File: src/rtl/if_fetch_ctrl_pkg.sv
// Shared types for the instruction-fetch sequencer and its fetch buffer.
package if_fetch_ctrl_pkg;

  typedef enum logic [1:0] {
    FETCH = 2'd0,
    PAUSE = 2'd1,
    HALT  = 2'd2
  } state_e;

  localparam int INST_BYTES = 4;

  typedef struct packed {
    logic [31:0] pc;
    logic [31:0] inst;
  } fetch_entry_t;

endpackage

File: src/rtl/if_fetch_ctrl_fetch_buf2.sv
// Two-entry FIFO for {pc, inst} pairs; entry 0 is always the head.
module fetch_buf2
  import if_fetch_ctrl_pkg::*;
(
  input  logic         clk,
  input  logic         rst,
  input  logic         flush,
  input  logic         push,
  input  logic         pop,
  input  fetch_entry_t wr_data,
  output fetch_entry_t head,
  output logic [1:0]   count,
  output logic         full,
  output logic         empty
);

  fetch_entry_t mem_q [2];
  fetch_entry_t mem_d [2];
  logic [1:0]   count_q, count_d;
  logic [1:0]   wr_idx;

  always_comb begin
    mem_d   = mem_q;
    count_d = count_q;
    wr_idx  = count_q;
    if (flush) begin
      count_d = 2'd0;
    end else begin
      if (pop && count_q != 2'd0) begin
        mem_d[0] = mem_q[1];
        count_d  = count_q - 2'd1;
        wr_idx   = count_q - 2'd1;
      end
      // A write into a full buffer is only legal when the head leaves in the same cycle.
      if (push && (count_q != 2'd2 || pop)) begin
        mem_d[wr_idx[0]] = wr_data;
        count_d          = count_d + 2'd1;
      end
    end
  end

  always_ff @(posedge clk or posedge rst) begin
    if (rst) begin
      mem_q[0] <= '0;
      mem_q[1] <= '0;
      count_q  <= 2'd0;
    end else begin
      mem_q[0] <= mem_d[0];
      mem_q[1] <= mem_d[1];
      count_q  <= count_d;
    end
  end

  assign head  = mem_q[0];
  assign count = count_q;
  assign full  = (count_q == 2'd2);
  assign empty = (count_q == 2'd0);

endmodule

File: src/rtl/if_fetch_ctrl.sv
// Instruction-fetch sequencer: owns the PC, fills a 2-entry buffer from the ROM
// and hands {pc, inst} to decode; redirects flush the buffer and reload the PC.
module if_fetch_ctrl
  import if_fetch_ctrl_pkg::*;
#(
  parameter logic [31:0] RESET_PC    = 32'h0000_0000,
  parameter int          ROM_WORDS   = 32,
  parameter bit          HALT_AT_END = 1'b1,
  parameter int          CNT_W       = 16
) (
  input  logic             Clk,
  input  logic             Rst,
  input  logic             Run,
  output logic [31:0]      InstAddr,
  input  logic [31:0]      Inst,
  output logic             OutValid,
  input  logic             OutReady,
  output logic [31:0]      OutInst,
  output logic [31:0]      OutPc,
  input  logic             RedirValid,
  input  logic [31:0]      RedirTarget,
  output logic             Halted,
  output logic             MisalignErr,
  output logic [CNT_W-1:0] FetchCount
);

  localparam logic [31:0] LAST_PC = 32'(INST_BYTES * (ROM_WORDS - 1));
  localparam logic [31:0] STEP    = 32'(INST_BYTES);

  state_e           state_q, state_d;
  logic [31:0]      pc_q, pc_d;
  logic             misalign_q, misalign_d;
  logic [CNT_W-1:0] cnt_q, cnt_d;

  fetch_entry_t buf_head, buf_wr;
  logic [1:0]   buf_count;
  logic         buf_full, buf_empty;
  logic         pop, push, at_last;
  logic         unused_full;

  assign pop     = !buf_empty && OutReady;
  assign at_last = (pc_q == LAST_PC);
  // Fetch stops the same cycle Run drops so a paused core sees no new words.
  assign push    = !RedirValid && (state_q == FETCH) && Run &&
                   ((buf_count != 2'd2) || pop);
  assign buf_wr  = '{pc: pc_q, inst: Inst};

  always_comb begin
    state_d    = state_q;
    pc_d       = pc_q;
    misalign_d = misalign_q;
    cnt_d      = cnt_q;
    if (RedirValid) begin
      state_d    = Run ? FETCH : PAUSE;
      pc_d       = {RedirTarget[31:2], 2'b00};
      misalign_d = misalign_q | (RedirTarget[1:0] != 2'b00);
    end else begin
      case (state_q)
        FETCH: begin
          if (!Run) state_d = PAUSE;
          else if (push && at_last && HALT_AT_END) state_d = HALT;
        end
        PAUSE:   if (Run) state_d = FETCH;
        default: state_d = HALT;
      endcase
      if (push) begin
        pc_d = (at_last && !HALT_AT_END) ? RESET_PC : pc_q + STEP;
        if (cnt_q != {CNT_W{1'b1}}) cnt_d = cnt_q + 1'b1;
      end
    end
  end

  always_ff @(posedge Clk or posedge Rst) begin
    if (Rst) begin
      state_q    <= FETCH;
      pc_q       <= RESET_PC;
      misalign_q <= 1'b0;
      cnt_q      <= '0;
    end else begin
      state_q    <= state_d;
      pc_q       <= pc_d;
      misalign_q <= misalign_d;
      cnt_q      <= cnt_d;
    end
  end

  fetch_buf2 u_buf (
    .clk     (Clk),
    .rst     (Rst),
    .flush   (RedirValid),
    .push    (push),
    .pop     (pop),
    .wr_data (buf_wr),
    .head    (buf_head),
    .count   (buf_count),
    .full    (buf_full),
    .empty   (buf_empty)
  );

  assign unused_full = buf_full;

  assign InstAddr    = pc_q;
  assign OutValid    = !buf_empty;
  assign OutInst     = buf_empty ? 32'h0 : buf_head.inst;
  assign OutPc       = buf_empty ? 32'h0 : buf_head.pc;
  assign Halted      = (state_q == HALT);
  assign MisalignErr = misalign_q;
  assign FetchCount  = cnt_q;

endmodule

File: config.mk
export PLATFORM = sky130hd
export DESIGN_NAME = if_fetch_ctrl
export DESIGN_NICKNAME = d
export VERILOG_FILES = /design/src/rtl/if_fetch_ctrl_pkg.sv /design/src/rtl/if_fetch_ctrl_fetch_buf2.sv /design/src/rtl/if_fetch_ctrl.sv
export SDC_FILE = /design/constraint.sdc
export NUM_CORES = 1
export LEC_CHECK = 0
export ABC_AREA = 0
export BUFFER_PORTS_ARGS = -buffer_cell sky130_fd_sc_hd__buf_2
export CELL_PAD_IN_SITES_DETAIL_PLACEMENT = 2
export CELL_PAD_IN_SITES_GLOBAL_PLACEMENT = 2
export CORE_ASPECT_RATIO = 1.5
export CORE_MARGIN = 5
export CORE_UTILIZATION = 30
export DETAILED_ROUTE_END_ITERATION = 10
export PLACE_DENSITY = 0.75
export SLEW_MARGIN = 10
export SYNTH_ARGS = -nofsm -noshare
export SYNTH_HDL_FRONTEND = slang
export SYNTH_SLANG_ARGS = --single-unit
export TNS_END_PERCENT = 100
File: constraint.sdc
create_clock -name Clk -period 5.6 [get_ports Clk]
set_clock_uncertainty 0.15 [all_clocks]
set_input_delay 0.84 -clock Clk [delete_from_list [all_inputs] [get_ports Clk]]
set_output_delay 0.84 -clock Clk [all_outputs]
set_load 0.02 [all_outputs]
After elaboration in Yosys (flattened, before gate mapping)
Index checks and enable logic that the tools add are counted.

$add $sub $neg: 4. Equal/unequal tests: 7. Muxes and demuxes: 20. Magnitude comparators: 2. Reductions and logical operators: 19. Bitwise logic cells: 3.

Operators by type and width (number): $mux 64 (3); $bwmux 128 (1); $mux 128 (1); $mux 32 (4); $demux 64 s1 (1); $add 32x3->32 const B (1); $eq 32x7->1 const B (1); $add 16x1->16 const B (1); $mux 2 (8); $ne 16x16->1 const B (1); $logic_and 1x1->1 (8); $reduce_bool 2->1 (3); $logic_not 2->1 (2); $ne 4x3->1 const B (1); $pmux 2 s2 (1); $reduce_and 2->1 (2); $ne 3x3->1 const B (1); $reduce_and 3->1 (1); $add 2x1->2 const B (1); $eq 2x1->1 const B (1); $eq 2x2->1 const B (1); $ge 2x2->1 const B (1); $logic_not 1->1 (2); $lt 2x1->1 const B (1); other kinds (7) (7).

Logic and storage cells: 64. Output and inout bits: 115. Flip-flop bits (word level): 181. Input bits: 69.

Longest topological paths before layout
Gate-level depths: netlist (run 1).

Depth after elaboration: 13. Mapped depth: 10. Mapped depth without buffers: 7.

Modules after synthesis
From an unflattened synthesis (run 1), not the netlist that was laid out.

Cell total of the unflattened synthesis: 812. Area, all modules: 9416.5 µm².

Modules (own cells, without submodules): fetch_buf2 (cells an instance 439, area an instance 6223.5 µm², seq. area each 3253.1 µm², times used 1); if_fetch_ctrl (cells an instance 373, area an instance 3193.1 µm², seq. area each 1226.2 µm², times used 1).

Worst setup path before layout (run 1)
OpenSTA, ideal clock, no wires.

Path type: input -> register. From: input port RedirValid. To: register cnt_q[15], in the netlist FetchCount[15]. Setup time: 0.127 ns. Setup slack: 2.993 ns. Required time: 5.323 ns. Cell stages on the path: 5. Path buffers: 0. Data arrival time: 2.329 ns. Cells stage by stage: or4b_4 -> a21o_1 -> nor3_2 -> and3_1 -> mux2_1.

Word-level cells in the longest chain between the ends: 5. Elaborated cells on any way between the ends: 6. Classes of those cells: 1 x bitwise; 5 x reduce/logical.

RTL lines: start: declaration (line if_fetch_ctrl.sv:20) `input logic RedirValid,`; $logic_not 1->1 (line if_fetch_ctrl.sv:44) `assign push = !RedirValid && (state_q == FETCH) && Run &&`; $logic_and 1x1->1 (3 in series) (line if_fetch_ctrl.sv:44); $reduce_and 3->1 (no line) (*); end signal: assignment (line if_fetch_ctrl.sv:83) `cnt_q <= cnt_d;`; end: declaration (line if_fetch_ctrl.sv:33) `logic [CNT_W-1:0] cnt_q, cnt_d;`.

Mark *: on every way between the ends. The rest lies on a longest branch, timed or not. A chain may end at the register's enable or synchronous reset.

Worst setup path in the final report (run 1)
From: register u_buf.count_q[0], in the netlist u_buf.count[0]. To: register u_buf.mem_q[2] (netlist name).

Word-level cells in the longest chain between the ends: 12. Elaborated cells on any way between the ends: 20. Classes of those cells: 1 x add/sub; 2 x order compare; 1 x eq/ne; 5 x mux; 1 x bitwise; 10 x reduce/logical.

RTL lines: start: declaration (line if_fetch_ctrl_fetch_buf2.sv:19) `logic [1:0] count_q, count_d;`; start signal: assignment (line if_fetch_ctrl_fetch_buf2.sv:50) `count_q <= count_d;`; $logic_not 2->1 (line if_fetch_ctrl_fetch_buf2.sv:57) `assign empty = (count_q == 2'd0);`; $logic_not 1->1 (line if_fetch_ctrl.sv:41) `assign pop = !buf_empty && OutReady;`; $logic_and 1x1->1 (line if_fetch_ctrl.sv:41); $logic_and 1x1->1 (line if_fetch_ctrl_fetch_buf2.sv:29) `if (pop && count_q != 2'd0) begin`; $mux 2 (line if_fetch_ctrl_fetch_buf2.sv:29); $mux 2 (line if_fetch_ctrl_fetch_buf2.sv:26) `if (flush) begin`; $not 1->2 (not written as such) (line if_fetch_ctrl_fetch_buf2.sv:36) `mem_d[wr_idx[0]] = wr_data;`; $ge 2x2->1 (not written as such) / $lt 2x1->1 (equally long branches) (line if_fetch_ctrl_fetch_buf2.sv:36); $logic_and 1x1->1 (not written as such) (line if_fetch_ctrl_fetch_buf2.sv:36); $mux 64 (not written as such) (line if_fetch_ctrl_fetch_buf2.sv:36); $demux 64 s1 (line if_fetch_ctrl_fetch_buf2.sv:36); $bwmux 128 (line if_fetch_ctrl_fetch_buf2.sv:36); end: declaration (line if_fetch_ctrl_fetch_buf2.sv:17) `fetch_entry_t mem_q [2];`.

Several ways; a longest one is shown, not always the timed one. The select of a mux whose other input is x is not followed.

==> results.json, run 1 <==
{
  "outcome": "finished clean",
  "layout.nets": 1104,
  "drv.max_cap_violation_count": 0,
  "worstHoldPathType": "in -> async",
  "dieArea_mm2": 0.0318,
  "worst_slew_margin_rel_pct": 33.4,
  "tritoncts": "built",
  "worst-slew-pin-transition_ns": 0.995,
  "cts_num_sinks": 177,
  "cts_root_buf": "clkbuf_16",
  "place_hpwl_mm": 18.8,
  "grt_antenna_before_repair": 0,
  "report.final.slew_viol_count": 0,
  "starting_utilization_of_the_core_area_pct": 30.3,
  "synth_top_flop_cell": "dfrtp_1",
  "worst_setup_path_start_kind": "flip-flop",
  "grtUsageTotal_pct": 17.9,
  "drc": 0,
  "postLayoutSetupSlackWorst_ns": 2.24,
  "placed_area_mm2": 0.00970,
  "fraction_of_layout_instances_using_a_drive_strength_above_1_pct": 28.5,
  "clock_latency_ns": 0.45,
  "cts_htree_levels": 4,
  "p_per_area_mw_per_mm2": 516,
  "power.net_switching_w": 0.00208,
  "n_antenna_cell": 0,
  "mappedNetlistArea_mm2": 0.00847,
  "post-cts-setup-buffer-count": 0,
  "path_clk_slew_ns": 0.07,
  "netlist_instances": 879,
  "grt_overflow_total": 0,
  "syn_avg_cell_area_um2": 9.64,
  "setup.reg_to_reg.worst_slack_ns": 2.24,
  "place_ws_ns": 2.01,
  "rsz0062_at_grt": "false",
  "grt_max_degree": 71,
  "power.switching_fraction_pct": 39.2,
  "final_setup_violation_count": 0,
  "buffer_depth_of_the_longest_clock_path": 2,
  "num-fill-cells": 3116,
  "placed_cells_incl_taps": 1357,
  "cellInternalPower_w": 0.00323,
  "place.gp.congestion": 0.777,
  "final.min_clock_period_ns": 3.36,
  "cts_resized": 0,
  "synthArstFlopShare_pct": 100,
  "antenna_left": 0,
  "seq_power_share_pct": 39.1,
  "dieHeight_um": 216,
  "cts_made_buffers": 17,
  "crit_arrival_ns": 3.53,
  "average_wire_length_per_cell_after_detail_routing_um": 19.9,
  "synthToLayoutAreaGrowth_pct": 21.5,
  "synth_cell_types": 53,
  "row_count": 75,
  "p_comb_share_pct": 38.1,
  "route.detailed.vias_per_inst": 5.15,
  "final-hold-violation-count": 0,
  "setup_tns_ns": 0,
  "finalWirelength_mm": 27.6,
  "synth_warnings": 0,
  "critical_path.max_fanout": 46,
  "core_area_mm2": 0.0280,
  "criticalPathCategory": "reg -> reg",
  "final_cell_count_no_fill": 1389,
  "maxClockFrequency_mhz": 297,
  "port_buffers": 181,
  "post_route_cell_area_mm2": 0.0103,
  "timing.critical_path.required_ns": 5.76,
  "top_level_ports": 184,
  "drt_iter0_drc": 327,
  "flip_flop_and_latch_count_after_synthesis": 177,
  "firstDrtPassIters": 4,
  "timing.critical_path.to_type": "flip-flop",
  "finalCritPeriodShare_pct": 60.1,
  "seq_area_frac_synth_pct": 52.3,
  "synth_edf_count": 0,
  "cts_hold_repair.buffers": 0,
  "leakagePower_nw": 4.65,
  "chipWidth_um": 147,
  "ir_drop_v": 0.000220,
  "detailroute.via_count": 7159,
  "power.clock.fraction_pct": 22.8,
  "grt_first_pass_wirelength_mm": 45.4,
  "first_global_vias": 8112
}
[power by group through the flow]
stage / Combinational, W / Clock (W) / Sequential [W]
floorplan: 0.00143 / 0 / 0.00203
global placement: 0.00200 / 0 / 0.00207
detailed placement: 0.00207 / 0 / 0.00210
CTS: 0.00209 / 0.00125 / 0.00208
global route: 0.00226 / 0.00130 / 0.00214
finish: 0.00202 / 0.00121 / 0.00208
[state kept, by name, indices dropped and copies added, names as in the netlist]
signal       count
FetchCount      16
u_buf.mem_q     62
u_buf.head      64
state_q          2
MisalignErr      1
u_buf.count      2
InstAddr        30
[Yosys cell counts (2+ instances only)]
cell | number | area share (%)
nand2_1 | 179 | 7.9
dfrtp_1 | 177 | 52
nor2_1 | 86 | 3.8
nor2b_1 | 68 | 5.0
a31oi_1 | 63 | 4.7
mux2_2 | 60 | 8.0
clkbuf_1 | 45 | 2.0
nand3_1 | 22 | 1.3
o211ai_1 | 18 | 1.6
o21ai_0 | 16 | 0.94
nand4_1 | 13 | 0.96
xnor2_1 | 12 | 1.2
and3_1 | 11 | 0.81
buf_2 | 11 | 0.65
a21oi_1 | 9 | 0.53
inv_1 | 9 | 0.40
nor3_1 | 7 | 0.41
o311ai_0 | 7 | 0.72
nor4_1 | 6 | 0.44
o311ai_1 | 5 | 0.52
ha_1 | 4 | 0.59
a22oi_1 | 3 | 0.27
and2_1 | 3 | 0.22
nand2b_1 | 3 | 0.22
or4_1 | 3 | 0.27
xor2_1 | 3 | 0.31
a21o_1 | 2 | 0.18
a221o_1 | 2 | 0.24
a32oi_1 | 2 | 0.21
a41oi_1 | 2 | 0.21
and4_1 | 2 | 0.21
buf_4 | 2 | 0.18
mux2_1 | 2 | 0.27
nand3_2 | 2 | 0.24
o21ai_1 | 2 | 0.12
[per-stage QoR]
| stage | hold slack [ns] | util, % | power (W) |
|---|---|---|---|
| after floorplan | 0.300 | - | 0.00346 |
| after CTS | 0.331 | 36.8 | 0.00542 |
| final | 0.220 | 36.8 | 0.00531 |
| after global routing | 0.228 | 36.8 | 0.00571 |
| after detailed placement | 0.310 | 34.7 | 0.00418 |
| after global placement | 0.296 | 34.7 | 0.00407 |
[routing by layer]
metal	global-route usage [%]	share of wire [%]
met5	0	0
met2	32.3	52
met3	3.50	3.4
met1	21.2	42
met4	5.94	2.2
[path summary, 6_finish.rpt]
check / endpoint / depth (start not counted) / start
max reg2reg: u_buf.mem_q[2] / 7 / u_buf.count[0]
min in group Clk: MisalignErr / 1 / MisalignErr
max in group asynchronous: u_buf.head[54] / 4 / Rst
min: u_buf.head[29] / 2 / Rst
min reg2reg: MisalignErr / 1 / MisalignErr
max: u_buf.mem_q[2] / 7 / u_buf.count[0]
[area by class of cell]
| class | instances | area [um^2] | area share (%) |
|---|---|---|---|
| flip-flops and latches | 177 | 4430 | 43.0 |
| multi-input cells | 635 | 3800 | 36.9 |
| repair buffers | 191 | 1020 | 9.89 |
| clock buffers | 21 | 470 | 4.57 |
| well taps | 346 | 433 | 4.20 |
| inverters | 9 | 37.5 | 0.364 |
| clock inverters | 10 | 110 | 1.07 |
[critical path, stage by stage (launching register included)]
cell      delay [ns]
dfrtp_1         0.39
inv_1           0.12
ha_2            0.20
nand2b_1        0.37
nor3b_1         0.29
o21ai_4         0.59
buf_4           0.65
mux2_2          0.42
[cells in the final DEF (no fill, tap or decap), types with 3 or more instances in the layout]
master / n
and3_1: 11
nor2_1: 86
dfrtp_1: 177
nand4_1: 13
a22oi_1: 3
o21ai_0: 16
xnor2_1: 12
clkinvlp_4: 5
ha_1: 3
nand2b_1: 3
buf_4: 7
nand3_1: 22
buf_2: 181
a21oi_1: 9
or4_1: 3
clkbuf_16: 17
buf_12: 3
o311ai_0: 7
nor2b_1: 68
xor2_1: 3
clkinv_2: 4
a31oi_1: 63
nand2_1: 178
o211ai_1: 18
inv_1: 8
nor3_1: 7
nor4_1: 6
clkbuf_8: 3
o311ai_1: 5
mux2_2: 60
[logic make-up (layout without fill, tap and decap cells)]
family / count (synthesis) / after routing / synth area share, %
compound gates: 139 / 139 / 11.1
xor+xnor: 15 / 15 / 1.55
fa+ha+maj: 4 / 4 / 0.591
buf+inv: 68 / 231 / 3.26
flops: 177 / 177 / 52.3
mux: 63 / 63 / 8.36
other cells: 1 / 2 / 0.0443
simple gates: 412 / 412 / 22.9
No activity file was read; power rests on OpenSTA's default activity.
==> inputs of run 2 (changes only) <==
--- a/config.mk
+++ b/config.mk
@@ -11,9 +11,9 @@
 export CELL_PAD_IN_SITES_GLOBAL_PLACEMENT = 2
 export CORE_ASPECT_RATIO = 1.5
 export CORE_MARGIN = 5
-export CORE_UTILIZATION = 30
+export CORE_UTILIZATION = 33
 export DETAILED_ROUTE_END_ITERATION = 10
-export PLACE_DENSITY = 0.75
+export PLACE_DENSITY = 0.78
 export SLEW_MARGIN = 10
 export SYNTH_ARGS = -nofsm -noshare
 export SYNTH_HDL_FRONTEND = slang
==> constraint.sdc (replaced) <==
create_clock -name Clk -period 3.1 [get_ports Clk]
set_clock_uncertainty 0.15 [all_clocks]
set_input_delay 0.465 -clock Clk [delete_from_list [all_inputs] [get_ports Clk]]
set_output_delay 0.465 -clock Clk [all_outputs]
set_load 0.02 [all_outputs]
==> results.json, run 2 (synthesis gave the netlist of run 1 again) <==
{
  "outcome": "finished clean",
  "ir_drop_v": 0.000421,
  "rsz0062_at_grt": "false",
  "hold_ws_ns": 0.0714,
  "antenna_left": 0,
  "cts_htree_levels": 4,
  "tritoncts": "built",
  "final_setup_violation_count": 0,
  "path_clk_slew_ns": 0.07,
  "chipWidth_um": 141,
  "criticalPathCategory": "reg -> out",
  "starting_utilization_of_the_core_area_pct": 33.6,
  "report.final.slew_viol_count": 0,
  "setup.reg_to_reg.worst_slack_ns": 0.32,
  "core_area_mm2": 0.0252,
  "grt_antenna_before_repair": 0,
  "grt_max_degree": 73,
  "drv.max_cap_violation_count": 0,
  "maxClockFrequency_mhz": 351,
  "num-fill-cells": 2806,
  "leakagePower_nw": 4.77,
  "post-cts-setup-buffer-count": 0,
  "setup_tns_ns": 0,
  "cts_resized": 0,
  "grtUsageTotal_pct": 19.1,
  "n_antenna_cell": 0,
  "final-hold-violation-count": 0,
  "fraction_of_layout_instances_using_a_drive_strength_above_1_pct": 29.6,
  "place_hpwl_mm": 18.9,
  "cts_root_buf": "clkbuf_16",
  "place.gp.congestion": 0.812,
  "drc": 0,
  "first_global_vias": 8011,
  "timing.critical_path.to_type": "output port",
  "largest_reg_flops": 64,
  "r2r_startpoint": "u_buf.count[0]",
  "worst_slew_margin_rel_pct": 36.7,
  "route.detailed.vias_per_inst": 5.28,
  "average_wire_length_per_cell_after_detail_routing_um": 19.8,
  "utilization_pct": 41.6,
  "dieHeight_um": 206,
  "top_level_ports": 184,
  "layout_common_cells": "buf_2, nand2_1, dfrtp_1",
  "grt_first_pass_wirelength_mm": 43.9,
  "setup.worst_path.end": "OutPc[7]",
  "reg2regPathDepth": 7,
  "row_count": 71,
  "crit_arrival_ns": 2.24,
  "mostFrequentLayoutCell": "buf_2",
  "layout.nets": 1120,
  "detailroute.via_count": 7326,
  "rr_endpoint": "u_buf.mem_q[5]",
  "port_buffers": 181,
  "cts_num_sinks": 177,
  "worst_setup_path_start_kind": "flip-flop",
  "synthToLayoutAreaGrowth_pct": 23.7,
  "worst-slew-pin-transition_ns": 0.945,
  "p_per_area_mw_per_mm2": 930,
  "final.min_clock_period_ns": 2.85,
  "buffer_depth_of_the_longest_clock_path": 2,
  "drt_iter0_drc": 264,
  "worstHoldPathType": "in -> reg",
  "timing.critical_path.required_ns": 2.48,
  "grt_overflow_total": 0,
  "clock_latency_ns": 0.44,
  "dieArea_mm2": 0.0291,
  "finalCritPeriodShare_pct": 92.0,
  "finalWirelength_mm": 27.5,
  "cp-startpoint": "u_buf.count[0]",
  "critical_path.max_fanout": 65,
  "firstDrtPassIters": 4,
  "whs_path_depth": 2,
  "cts_made_buffers": 17
}
run 2: cell types whose count changed in the layout (fill, tap and decap cells not counted), sizes merged:
cell         before  now
clkbuf           21   18
dlygate4sd3       0    1
bufinv            2    3
buf             191  206
clkinvlp          5    4
clkinv            4    7
inv               8    9
run 2: worst min-delay path by stage:
| stage | start | to |
|---|---|---|
| 3_3_place_gp | MisalignErr | MisalignErr |
| 4_1_cts | Run | state_q[0] |
| 2_1_floorplan | u_buf.mem_q[36] | u_buf.mem_q[36] |
| 3_5_place_dp | MisalignErr | MisalignErr |
| 5_1_grt | Run | state_q[0] |
| 6_report | Run | state_q[0] |
run 2: per-layer routing:
metal  GRT usage, %  routed length [um]  up-vias
met5              0                   0        -
met4           6.16                 477        0
met3           2.82                 814       26
met2           35.3               14800      148
met1           22.7               11400     3776
li1               -                   -     3376
run 2: power breakdown:
part | internal [W] | switching, W | leakage, nW
Clock | 0.00129 | 0.000957 | 0.292
Combinational | 0.00147 | 0.00230 | 2.32
Sequential | 0.00318 | 0.000547 | 2.16
Total | 0.00594 | 0.00381 | 4.77
run 2: timing repair:
item,in CTS,in global routing
hold endpoints to repair,22,0
hold buffers,1,0
setup endpoints to repair,0,0
run 2: metrics by stage:
step | cells | power, W | instance area, um^2 | setup WS, ns
floorplan | 880 | 0.00624 | 8480 | 0.218
global placement | 1355 | 0.00741 | 9870 | 0.445
detailed placement | 1355 | 0.00763 | 9870 | 0.347
CTS | 1388 | 0.00994 | 10500 | 0.167
global route | 1388 | 0.0104 | 10500 | 0.119
finish | 1388 | 0.00975 | 10500 | 0.248
run 2: critical path, stage by stage, from the launching register on:
cell and delay (ns):
dfrtp_1 0.42, inv_1 0.17, ha_2 0.20, buf_4 0.61, nor2b_1 0.18, buf_2 0.21
run 2: cell type report:
type	instances	area (um^2)	area share [%]
Sequential cell	177	4430	42.2
Multi-Input combinational cell	635	3800	36.3
Timing Repair Buffer	207	1200	11.5
Clock buffer	18	439	4.19
Tap cell	328	410	3.91
Clock inverter	14	164	1.56
Inverter	9	37.5	0.358
